--- src/rtl/axi_sram_slave.sv ---
// -----------------------------------------------------------------------------
// axi_sram_slave
//
// This module bridges an AXI4 slave port to a single-port synchronous SRAM.
// Only one burst is active at a time. A four-state FSM (IDLE, WRITE, WRESP,
// READ) sequences the bursts. When AW and AR requests arrive together, the
// grant alternates between them, starting with write.
//
// Ports
//   clk_i, rst_ni        clock (rising edge) and asynchronous active-low reset
//   aw*_i / awready_o    write address channel (id, addr, len, size, burst)
//   w*_i  / wready_o     write data channel (data, strobes, last)
//   b*_o  / bready_i     write response channel (id, resp)
//   ar*_i / arready_o    read address channel (id, addr, len, size, burst)
//   r*_o  / rready_i     read data channel (id, data, resp, last)
//   sram_en_o            SRAM access this cycle
//   sram_we_o            1 = write, 0 = read
//   sram_addr_o          SRAM word index
//   sram_wdata_o         SRAM write data
//   sram_wstrb_o         SRAM byte enables
//   sram_rdata_i         SRAM read data, valid one cycle after a read enable
// -----------------------------------------------------------------------------
module axi_sram_slave #(
   parameter int ADDR_WIDTH = 32,
   parameter int DATA_WIDTH = 64,
   parameter int ID_WIDTH   = 4,
   parameter int DEPTH_LOG  = 16
) (
   input  logic                    clk_i,
   input  logic                    rst_ni,
   input  logic [ID_WIDTH-1:0]     awid_i,
   input  logic [ADDR_WIDTH-1:0]   awaddr_i,
   input  logic [7:0]              awlen_i,
   input  logic [2:0]              awsize_i,
   input  logic [1:0]              awburst_i,
   input  logic                    awvalid_i,
   output logic                    awready_o,
   input  logic [DATA_WIDTH-1:0]   wdata_i,
   input  logic [DATA_WIDTH/8-1:0] wstrb_i,
   input  logic                    wlast_i,
   input  logic                    wvalid_i,
   output logic                    wready_o,
   output logic [ID_WIDTH-1:0]     bid_o,
   output logic [1:0]              bresp_o,
   output logic                    bvalid_o,
   input  logic                    bready_i,
   input  logic [ID_WIDTH-1:0]     arid_i,
   input  logic [ADDR_WIDTH-1:0]   araddr_i,
   input  logic [7:0]              arlen_i,
   input  logic [2:0]              arsize_i,
   input  logic [1:0]              arburst_i,
   input  logic                    arvalid_i,
   output logic                    arready_o,
   output logic [ID_WIDTH-1:0]     rid_o,
   output logic [DATA_WIDTH-1:0]   rdata_o,
   output logic [1:0]              rresp_o,
   output logic                    rlast_o,
   output logic                    rvalid_o,
   input  logic                    rready_i,
   output logic                    sram_en_o,
   output logic                    sram_we_o,
   output logic [DEPTH_LOG-1:0]    sram_addr_o,
   output logic [DATA_WIDTH-1:0]   sram_wdata_o,
   output logic [DATA_WIDTH/8-1:0] sram_wstrb_o,
   input  logic [DATA_WIDTH-1:0]   sram_rdata_i
);

   localparam int STRB_WIDTH = DATA_WIDTH / 8;
   localparam int OFFSET     = $clog2(STRB_WIDTH);

   typedef enum logic [1:0] {IDLE, WRITE, WRESP, READ} state_e;

   state_e                  state_q;
   logic [ID_WIDTH-1:0]     id_q;
   logic [ADDR_WIDTH-1:0]   addr_q;
   logic [7:0]              len_q;
   logic [2:0]              size_q;
   logic [1:0]              burst_q;
   logic [8:0]              beat_q;
   logic [8:0]              issued_q;
   logic                    preferWrite_q;
   logic                    wlastErr_q;
   logic                    inflight_q;
   logic [DATA_WIDTH-1:0]   fifo_q [2];
   logic                    wrPtr_q;
   logic                    rdPtr_q;
   logic [1:0]              count_q;

   logic                    grantWrite;
   logic                    grantRead;
   logic                    writeFire;
   logic                    rFire;
   logic                    lastBeat;
   logic                    readIssue;
   logic [2:0]              occupancy;
   logic [ADDR_WIDTH-1:0]   addr_d;

   // Compute the address of the next beat. A WRAP burst stays inside an
   // aligned window of (len+1) << size bytes. The reserved burst type is
   // treated like INCR.
   function automatic logic [ADDR_WIDTH-1:0] nextAddr(
      input logic [ADDR_WIDTH-1:0] addr,
      input logic [7:0]            len,
      input logic [2:0]            size,
      input logic [1:0]            burst
   );
      logic [ADDR_WIDTH-1:0] step;
      logic [ADDR_WIDTH-1:0] sum;
      logic [ADDR_WIDTH-1:0] wrapMask;
      step     = ADDR_WIDTH'(1) << size;
      sum      = addr + step;
      wrapMask = ((ADDR_WIDTH'(len) + ADDR_WIDTH'(1)) << size) - ADDR_WIDTH'(1);
      case (burst)
         2'b00:   nextAddr = addr;
         2'b10:   nextAddr = (addr & ~wrapMask) | (sum & wrapMask);
         default: nextAddr = sum;
      endcase
   endfunction

   // Grants are decoded directly from the IDLE state, so the ready signal
   // pulses high for the single cycle in which the handshake completes.
   // The reset term keeps both ready signals low while the reset is held.
   assign grantWrite = rst_ni && (state_q == IDLE) && awvalid_i && (!arvalid_i || preferWrite_q);
   assign grantRead  = rst_ni && (state_q == IDLE) && arvalid_i && !grantWrite;
   assign awready_o  = grantWrite;
   assign arready_o  = grantRead;

   assign wready_o   = (state_q == WRITE);
   assign writeFire  = wready_o && wvalid_i;
   assign lastBeat   = (beat_q == {1'b0, len_q});

   assign bvalid_o   = (state_q == WRESP);
   assign bid_o      = id_q;
   assign bresp_o    = wlastErr_q ? 2'b10 : 2'b00;

   assign rvalid_o   = (count_q != 2'd0);
   assign rFire      = rvalid_o && rready_i;
   assign rid_o      = id_q;
   assign rdata_o    = fifo_q[rdPtr_q];
   assign rresp_o    = 2'b00;
   assign rlast_o    = lastBeat;

   // The occupancy count includes the slot freed by a pop in this cycle.
   // This lets a new read issue every cycle while rready stays high, and
   // the FIFO plus the in-flight read still never exceed two entries.
   assign occupancy  = {1'b0, count_q} + {2'b00, inflight_q} - {2'b00, rFire};
   assign readIssue  = (state_q == READ) && (issued_q <= {1'b0, len_q}) && (occupancy < 3'd2);

   assign addr_d       = nextAddr(addr_q, len_q, size_q, burst_q);
   assign sram_en_o    = writeFire || readIssue;
   assign sram_we_o    = writeFire;
   assign sram_addr_o  = addr_q[OFFSET +: DEPTH_LOG];
   assign sram_wdata_o = wdata_i;
   assign sram_wstrb_o = wstrb_i;

   // This block holds the burst FSM together with its address and beat
   // bookkeeping and the two-entry R FIFO. A reset aborts any burst that is
   // in progress and discards any response that is still pending.
   always_ff @(posedge clk_i or negedge rst_ni) begin
      if (!rst_ni) begin
         state_q       <= IDLE;
         id_q          <= '0;
         addr_q        <= '0;
         len_q         <= '0;
         size_q        <= '0;
         burst_q       <= '0;
         beat_q        <= '0;
         issued_q      <= '0;
         preferWrite_q <= 1'b1;
         wlastErr_q    <= 1'b0;
         inflight_q    <= 1'b0;
         fifo_q[0]     <= '0;
         fifo_q[1]     <= '0;
         wrPtr_q       <= 1'b0;
         rdPtr_q       <= 1'b0;
         count_q       <= '0;
      end else begin
         case (state_q)
            IDLE: begin
               if (grantWrite) begin
                  id_q          <= awid_i;
                  addr_q        <= awaddr_i;
                  len_q         <= awlen_i;
                  size_q        <= awsize_i;
                  burst_q       <= awburst_i;
                  beat_q        <= '0;
                  wlastErr_q    <= 1'b0;
                  preferWrite_q <= 1'b0;
                  state_q       <= WRITE;
               end else if (grantRead) begin
                  id_q          <= arid_i;
                  addr_q        <= araddr_i;
                  len_q         <= arlen_i;
                  size_q        <= arsize_i;
                  burst_q       <= arburst_i;
                  beat_q        <= '0;
                  issued_q      <= '0;
                  inflight_q    <= 1'b0;
                  wrPtr_q       <= 1'b0;
                  rdPtr_q       <= 1'b0;
                  count_q       <= '0;
                  preferWrite_q <= 1'b1;
                  state_q       <= READ;
               end
            end
            WRITE: begin
               // The beat counter ends the burst. A wlast on the wrong beat,
               // or a missing wlast, only marks the response as SLVERR.
               if (writeFire) begin
                  addr_q <= addr_d;
                  beat_q <= beat_q + 9'd1;
                  if (wlast_i != lastBeat) begin
                     wlastErr_q <= 1'b1;
                  end
                  if (lastBeat) begin
                     state_q <= WRESP;
                  end
               end
            end
            WRESP: begin
               if (bready_i) begin
                  state_q <= IDLE;
               end
            end
            READ: begin
               inflight_q <= readIssue;
               if (readIssue) begin
                  addr_q   <= addr_d;
                  issued_q <= issued_q + 9'd1;
               end
               if (inflight_q) begin
                  fifo_q[wrPtr_q] <= sram_rdata_i;
                  wrPtr_q         <= ~wrPtr_q;
               end
               if (rFire) begin
                  rdPtr_q <= ~rdPtr_q;
                  beat_q  <= beat_q + 9'd1;
                  if (lastBeat) begin
                     state_q <= IDLE;
                  end
               end
               count_q <= count_q + {1'b0, inflight_q} - {1'b0, rFire};
            end
            default: state_q <= IDLE;
         endcase
      end
   end

endmodule

--- config.mk ---
export PLATFORM = sky130hd
export DESIGN_NAME = axi_sram_slave
export DESIGN_NICKNAME = d
export VERILOG_FILES = /design/src/rtl/axi_sram_slave.sv
export SDC_FILE = /design/constraint.sdc
export NUM_CORES = 1
export LEC_CHECK = 0
export BUFFER_PORTS_ARGS = -buffer_cell sky130_fd_sc_hd__buf_2
export CORE_MARGIN = 8
export CORE_UTILIZATION = 55
export CTS_CLUSTER_DIAMETER = 200
export DETAILED_ROUTE_END_ITERATION = 6
export GPL_ROUTABILITY_DRIVEN = 1
export PLACE_DENSITY = 0.87
export SLEW_MARGIN = 20
export SYNTH_ARGS = -nofsm -noshare
export SYNTH_HDL_FRONTEND = slang
export SYNTH_SLANG_ARGS = --single-unit
--- constraint.sdc ---
create_clock -name clk_i -period 9.15 [get_ports clk_i]
set_input_delay 0.4575 -clock clk_i [delete_from_list [all_inputs] [get_ports clk_i]]
set_output_delay 0.4575 -clock clk_i [all_outputs]
set_load 0.05 [all_outputs]
# [Word level (Yosys, flattened, before mapping)]
# Index checks and enable logic that the tools add are counted.
[totals] reg_bits=204 latch_bits=0 ramBits=0 romBits=0 inputBits=242 output_inout_bits=172 word_cells=142 memories=0
[classes] addsub=9 n_mul=0 n_div=0 n_lt_le_gt_ge=5 eq_ne=18 n_shift=2 muxes=53 n_bitwise=8 reduce_logical=31
[op_table] cell="64-bit 2-to-1 mux" count=4
[op_table] cell="128-bit bitwise mux" count=1
[op_table] cell="32-bit 2-to-1 mux" count=4
[op_table] cell="32-bit one-hot mux with 3 select lines" count=1
[op_table] cell="32-bit bitwise AND" count=2
[op_table] cell="64-bit demux with 1-bit select" count=1
[op_table] cell="32-bit one-hot mux with 2 select lines" count=1
[op_table] cell="9-bit 2-to-1 mux" count=6
[op_table] cell="32-bit adder" count=1
[op_table] cell="32-bit NOT" count=1
[op_table] cell="32-bit bitwise OR" count=1
[op_table] cell="1-bit by 3-bit << shifter with 32-bit output (first input constant)" count=1
[op_table] cell="9-bit by 3-bit << shifter with 32-bit output" count=1
[op_table] cell="32-bit by 1-bit subtractor with 32-bit output (second input constant)" count=1
[op_table] cell="9-bit one-hot mux with 3 select lines" count=1
[op_table] cell="2-bit 2-to-1 mux" count=12
[op_table] cell="4-bit AND reduction" count=6
[op_table] cell="9-bit by 1-bit adder with 9-bit output (second input constant)" count=2
[op_table] cell="9-bit one-hot mux with 2 select lines" count=1
[op_table] cell="8-bit 2-to-1 mux" count=2
[op_table] cell="2-bit != test (second input constant)" count=7
[op_table] cell="1-bit logical AND" count=10
[op_table] cell="8-bit by 1-bit adder with 9-bit output (second input constant)" count=1
[op_table] cell="9-bit by 8-bit == test with 1-bit output" count=1
[op_table] cell="29 further kinds" count=57

# [Depth between registers and ports, before layout]
[logic_depth] word_depth=9 ltp_mapped=16 mapped_depth_nobuf=15

# [Least setup slack after synthesis]
# OpenSTA, ideal clock, no wires.
[synth_path] path_kind="reg2reg" start="reg count_q[1]" end="reg (tool-made name)" t_arrival_ps=3533 path_slack_ps=5491 path_stages_with_launch=16 path_buffers=2 path_cell_list="dfrtp_1 > inv_1 > nand2_1 > and2_1 > ha_1 > inv_1 > ha_1 > fa_1 > nor4_1 > nand2_1 > clkbuf_1 > o22a_1 > dlygate4sd1_1 > a31oi_1 > mux2i_1 > nor2_1"
[synth_lines] item="start: declaration" line_no="87" rtl="logic [1:0] count_q;"
[synth_lines] item="start signal: assignment" line_no="242" rtl="count_q <= count_q + {1'b0, inflight_q} - {1'b0, rFire};"

# [Worst setup path in the final report]
[layout_path] start="reg count_q[1]" end="out sram_en_o"
[layout_via] elab_chain_cells=6 elab_cells_between_ends=7
[layout_rtl] item="branches (longest 2 deep; another with 2-bit by 1-bit adder with 3-bit output)"
[layout_rtl] item="3-bit by 1-bit subtractor with 3-bit output (*)" line_no="146" rtl="assign occupancy = {1'b0, count_q} + {2'b00, inflight_q} - {2'b00, rFire};"
[layout_rtl] item="3-bit by 2-bit < comparator with 1-bit output (*)" line_no="147" rtl="assign readIssue = (state_q == READ) && (issued_q <= {1'b0, len_q}) && (occupancy < 3'd2);"
[layout_rtl] item="1-bit logical AND (*)" line_no="147"
[layout_rtl] item="1-bit logical OR (*)" line_no="150" rtl="assign sram_en_o = writeFire || readIssue;"
[layout_rtl] item="end: declaration" line_no="60" rtl="output logic sram_en_o,"
# Mark *: on every way between the ends.

==> key figures <==
CTS
  • CTS buffer count: 17
  • Worst-Skew Late Latency: ~0.44 ns
  • Buffers inserted by post-CTS timing repair: 0
  • Number of resized instances in the post-cts repair step: 0
  • H-tree depth: 4
  • Clock tree from TritonCTS: yes
  • Clock Root Buffer: sky130_fd_sc_hd__clkbuf_16
  • CTS sink cnt: 191
  • Buffer depth of the longest clock path: 2
  • Clk pin slew, worst setup/hold paths: around 0.08 ns

Detailed routing
  • Post-detailed-route via-to-cell ratio: between 5 and 6
  • Routed WL per cell: slightly below 20 um
  • Number of iterations in the first detailed-routing pass: 5
  • Number of violations reported at the end of detailed-routing iteration 0: ~680
  • Post-detailed-route count of antenna-violating nets: 0
  • DR DRC count: 0
  • Routed WL: 30000 um
  • Via count: 9157

Final layout
  • Fraction of final layout cells sized beyond drive strength 1: between 30% and 40%
  • Fin util: between 60% and 70%
  • Post-route cell area: about 13000 um2
  • Layout-stage area growth over the synthesis result: 10.7%
  • Most frequent standard cell in the layout excluding fill and tap cells: sky130_fd_sc_hd__buf_2
  • Number of standard cells in the layout, taps in and fillers out: between 1500 and 2000
  • Nets@finish: around 1500
  • Commonest non-fill, non-tap cells in the layout: sky130_fd_sc_hd__buf_2, sky130_fd_sc_hd__mux2_2, sky130_fd_sc_hd__dfrtp_1, sky130_fd_sc_hd__nand2_1, sky130_fd_sc_hd__nor2_1
  • Final antenna diode count: 0

Worst setup path
  • Worst Path Arrival: between 3 and 4 ns
  • CP startpoint kind: flip-flop
  • Crit. End Element: output pin
  • WP data required: about 8.7 ns
  • Startpoint-to-endpoint class of the critical path: flip-flop to output pin
  • Largest fanout on the critical path: 11

Die
  • Die extent in y: approximately 160 um
  • IO Pins: between 400 and 500
  • Initial core utilization: a little under three fifths
  • Die Outline Area: around 26000 um2
  • Site row count: 53
  • Width of the die: approximately 160 um
  • Placeable core region: between 20000 and 25000 um2

Power
  • Max IR drop VDD: approximately 270 uV
  • Leakage power total: between 5 and 6 nW
  • Total power density per cell area: between 400 and 500 nW/um2

STA
  • Final Cycle Share: 42.7%
  • Final-report hold violation count: 0
  • Final period demand of the worst path: between 3 and 4 ns
  • Worst-margin pin slew: 1.01 ns
  • Post-route setup TNS: 0 ns
  • Number of failing setup endpoints in the final timing report: 0
  • Worst slew margin: between 30% and 40%
  • Unrepaired setup endpoints after global routing: false
  • Max Freq: roughly 260 MHz
  • Total count of max-transition violations in the final report: 0
  • Tightest hold margin: around 0.26 ns
  • Setup Skew: about 0.014 ns

Placed design
  • Cell total after placement: 1521
  • Placer's final routability congestion estimate: about 0.88
  • Count of port buffers added during placement: 240
  • HPWL reported at the end of detailed placement: 21600 um
  • Area after detailed placement: about 12000 um2

Synthesis
  • Synth cell types: slightly above 80
  • Seq/Total Area, Yosys: between 40% and 50%
  • Count of flip-flops with a built-in enable after synthesis: 0
  • Fraction of the mapped netlist area in adder cells: under 10%
  • Gate count of the mapped netlist: 1155
  • Synthesized-area fraction occupied by xor and xnor cells: under 10%
  • Area of the mapped netlist: 11700 um2
  • Multiplexer area fraction after synthesis: between 10% and 20%
  • Flops & latches, synth: between 150 and 200
  • Share of the synthesized area in compound gates (AO/OA/AOI/OAI): about a tenth
  • Synthesized area divided by synthesized cell count: roughly 10 um2
  • Dominant combinational cell family by area after synthesis: multiplexers
  • Flip-flop cell with the highest count after synthesis: sky130_fd_sc_hd__dfrtp_1
  • FFs w/ async S/R, synth: between 90% and 100%
  • Count of warnings emitted by yosys: 0
  • Post-synthesis simple-gate area fraction: 13.1%

Global routing
  • Maximum number of pins on one net before global-route repair: just under 80
  • Global-route wire length before repair: between 40000 and 50000 um
  • Total track usage: 22.8%
  • Number of antenna violations at the first check in global routing: 1
  • Overflow left after global routing: 0
  • Number of global-route vias before repair: between 9000 and 10000

Run status
  • Run status: complete, no violations

Run
  • MaxCap Viol Count: 0

Worst hold path
  • Tightest Hold Check Type: input port to flip-flop
-- logic make-up after synthesis --
logic type / Yosys count
compound gates: 182
xor+xnor: 41
fa+ha+maj: 24
buf+inv: 193
flops: 191
mux: 206
other cells: 1
simple gates: 317
-- layer usage --
layer | routed length (um) | vias up | GRT usage (%) | share of wire, %
li1 | - | 4227 | - | -
met1 | 11700 | 4455 | 26.4 | 39
met2 | 14700 | 383 | 38.4 | 49
met3 | 2400 | 90 | 5.77 | 8.0
met4 | 1280 | 2 | 11.8 | 4.3
met5 | 10 | - | 0 | 0.033
-- critical path: stages, from the launching register on --
cell and delay (ns):
sky130_fd_sc_hd__dfrtp_1 0.39, sky130_fd_sc_hd__inv_1 0.13, sky130_fd_sc_hd__nand2_1 0.08, sky130_fd_sc_hd__and2_1 0.17, sky130_fd_sc_hd__ha_1 0.27, sky130_fd_sc_hd__inv_1 0.04, sky130_fd_sc_hd__ha_1 0.19, sky130_fd_sc_hd__fa_1 0.47
sky130_fd_sc_hd__nor4_1 0.44, sky130_fd_sc_hd__nand2_1 0.40, sky130_fd_sc_hd__nand2_1 0.16, sky130_fd_sc_hd__buf_2 0.28
-- cells in the mapped netlist, types with 7 or more instances --
cell type	instances	area share [%]
sky130_fd_sc_hd__and3_1	10	0.54
sky130_fd_sc_hd__o21ai_0	37	1.6
sky130_fd_sc_hd__mux2i_1	12	1.0
sky130_fd_sc_hd__or3_1	8	0.43
sky130_fd_sc_hd__inv_1	28	0.90
sky130_fd_sc_hd__a31oi_1	29	1.6
sky130_fd_sc_hd__clkbuf_1	50	1.6
sky130_fd_sc_hd__nand2_1	118	3.8
sky130_fd_sc_hd__buf_2	7	0.30
sky130_fd_sc_hd__nor3_1	12	0.51
sky130_fd_sc_hd__nor2b_1	8	0.43
sky130_fd_sc_hd__nand4_1	17	0.91
sky130_fd_sc_hd__mux2_2	194	19
sky130_fd_sc_hd__xor2_1	21	1.6
sky130_fd_sc_hd__nand3_1	37	1.6
sky130_fd_sc_hd__buf_4	97	6.2
sky130_fd_sc_hd__ha_1	22	2.4
sky130_fd_sc_hd__dfrtp_1	190	41
sky130_fd_sc_hd__nand2b_1	9	0.48
sky130_fd_sc_hd__nor2_1	68	2.2
sky130_fd_sc_hd__xnor2_1	19	1.4
sky130_fd_sc_hd__a21oi_1	40	1.7
-- registers in the layout, indices dropped and copies added (netlist names), named ones only --
register and count:
state_q 2, bid_o 4, inflight_q 1, burst_q 2
wrPtr_q 1, wlastErr_q 1, size_q 3, len_q 8
beat_q 9, issued_q 9, count_q 2, fifo_q 128
preferWrite_q 1, rdPtr_q 1
-- area by class of cell --
| class | instances | area [um2] |
|---|---|---|
| clock buffer | 17 | 425 |
| timing repair buffer | 252 | 1300 |
| clock inverter | 14 | 149 |
| sequential | 191 | 4780 |
| fill | 1690 | 8030 |
| multi-input combinational | 773 | 5810 |
| tap | 275 | 344 |
| inverter | 31 | 116 |
-- path summary, 6_finish.rpt --
path	startpoint	endpoint	slack, ns	cells past startpoint
max in group asynchronous	rst_ni	fifo_q[6]	6.49	4
min in group asynchronous	rst_ni	size_q[1]	0.55	2
worst max register to register	len_q[0]	flip-flop	5.26	11
worst min register to register	preferWrite_q	preferWrite_q	0.46	2
worst max-delay path	count_q[1]	sram_en_o	5.24	11
worst min-delay path	awid_i[0]	bid_o[0]	0.26	3
-- timing repair --
item	4_1_cts	5_1_grt
hold buffers	1	0
hold endpoints to repair	32	0
setup endpoints to repair	0	0
-- metrics by stage --
step | total power [W] | setup slack [ns]
3_5_place_dp | 0.00496 | 5.43
5_1_grt | 0.00605 | 4.96
2_1_floorplan | 0.00434 | 5.49
4_1_cts | 0.00570 | 5.25
6_report | 0.00570 | 5.24
3_3_place_gp | 0.00484 | 5.48
-- power by group --
| group | switching [W] | internal [W] |
|---|---|---|
| clock | 0.000367 | 0.000362 |
| sequential | 0.000312 | 0.00124 |
| combinational | 0.00224 | 0.00118 |
| total | 0.00291 | 0.00278 |
Note: power is estimated with default switching activity, not from simulation.
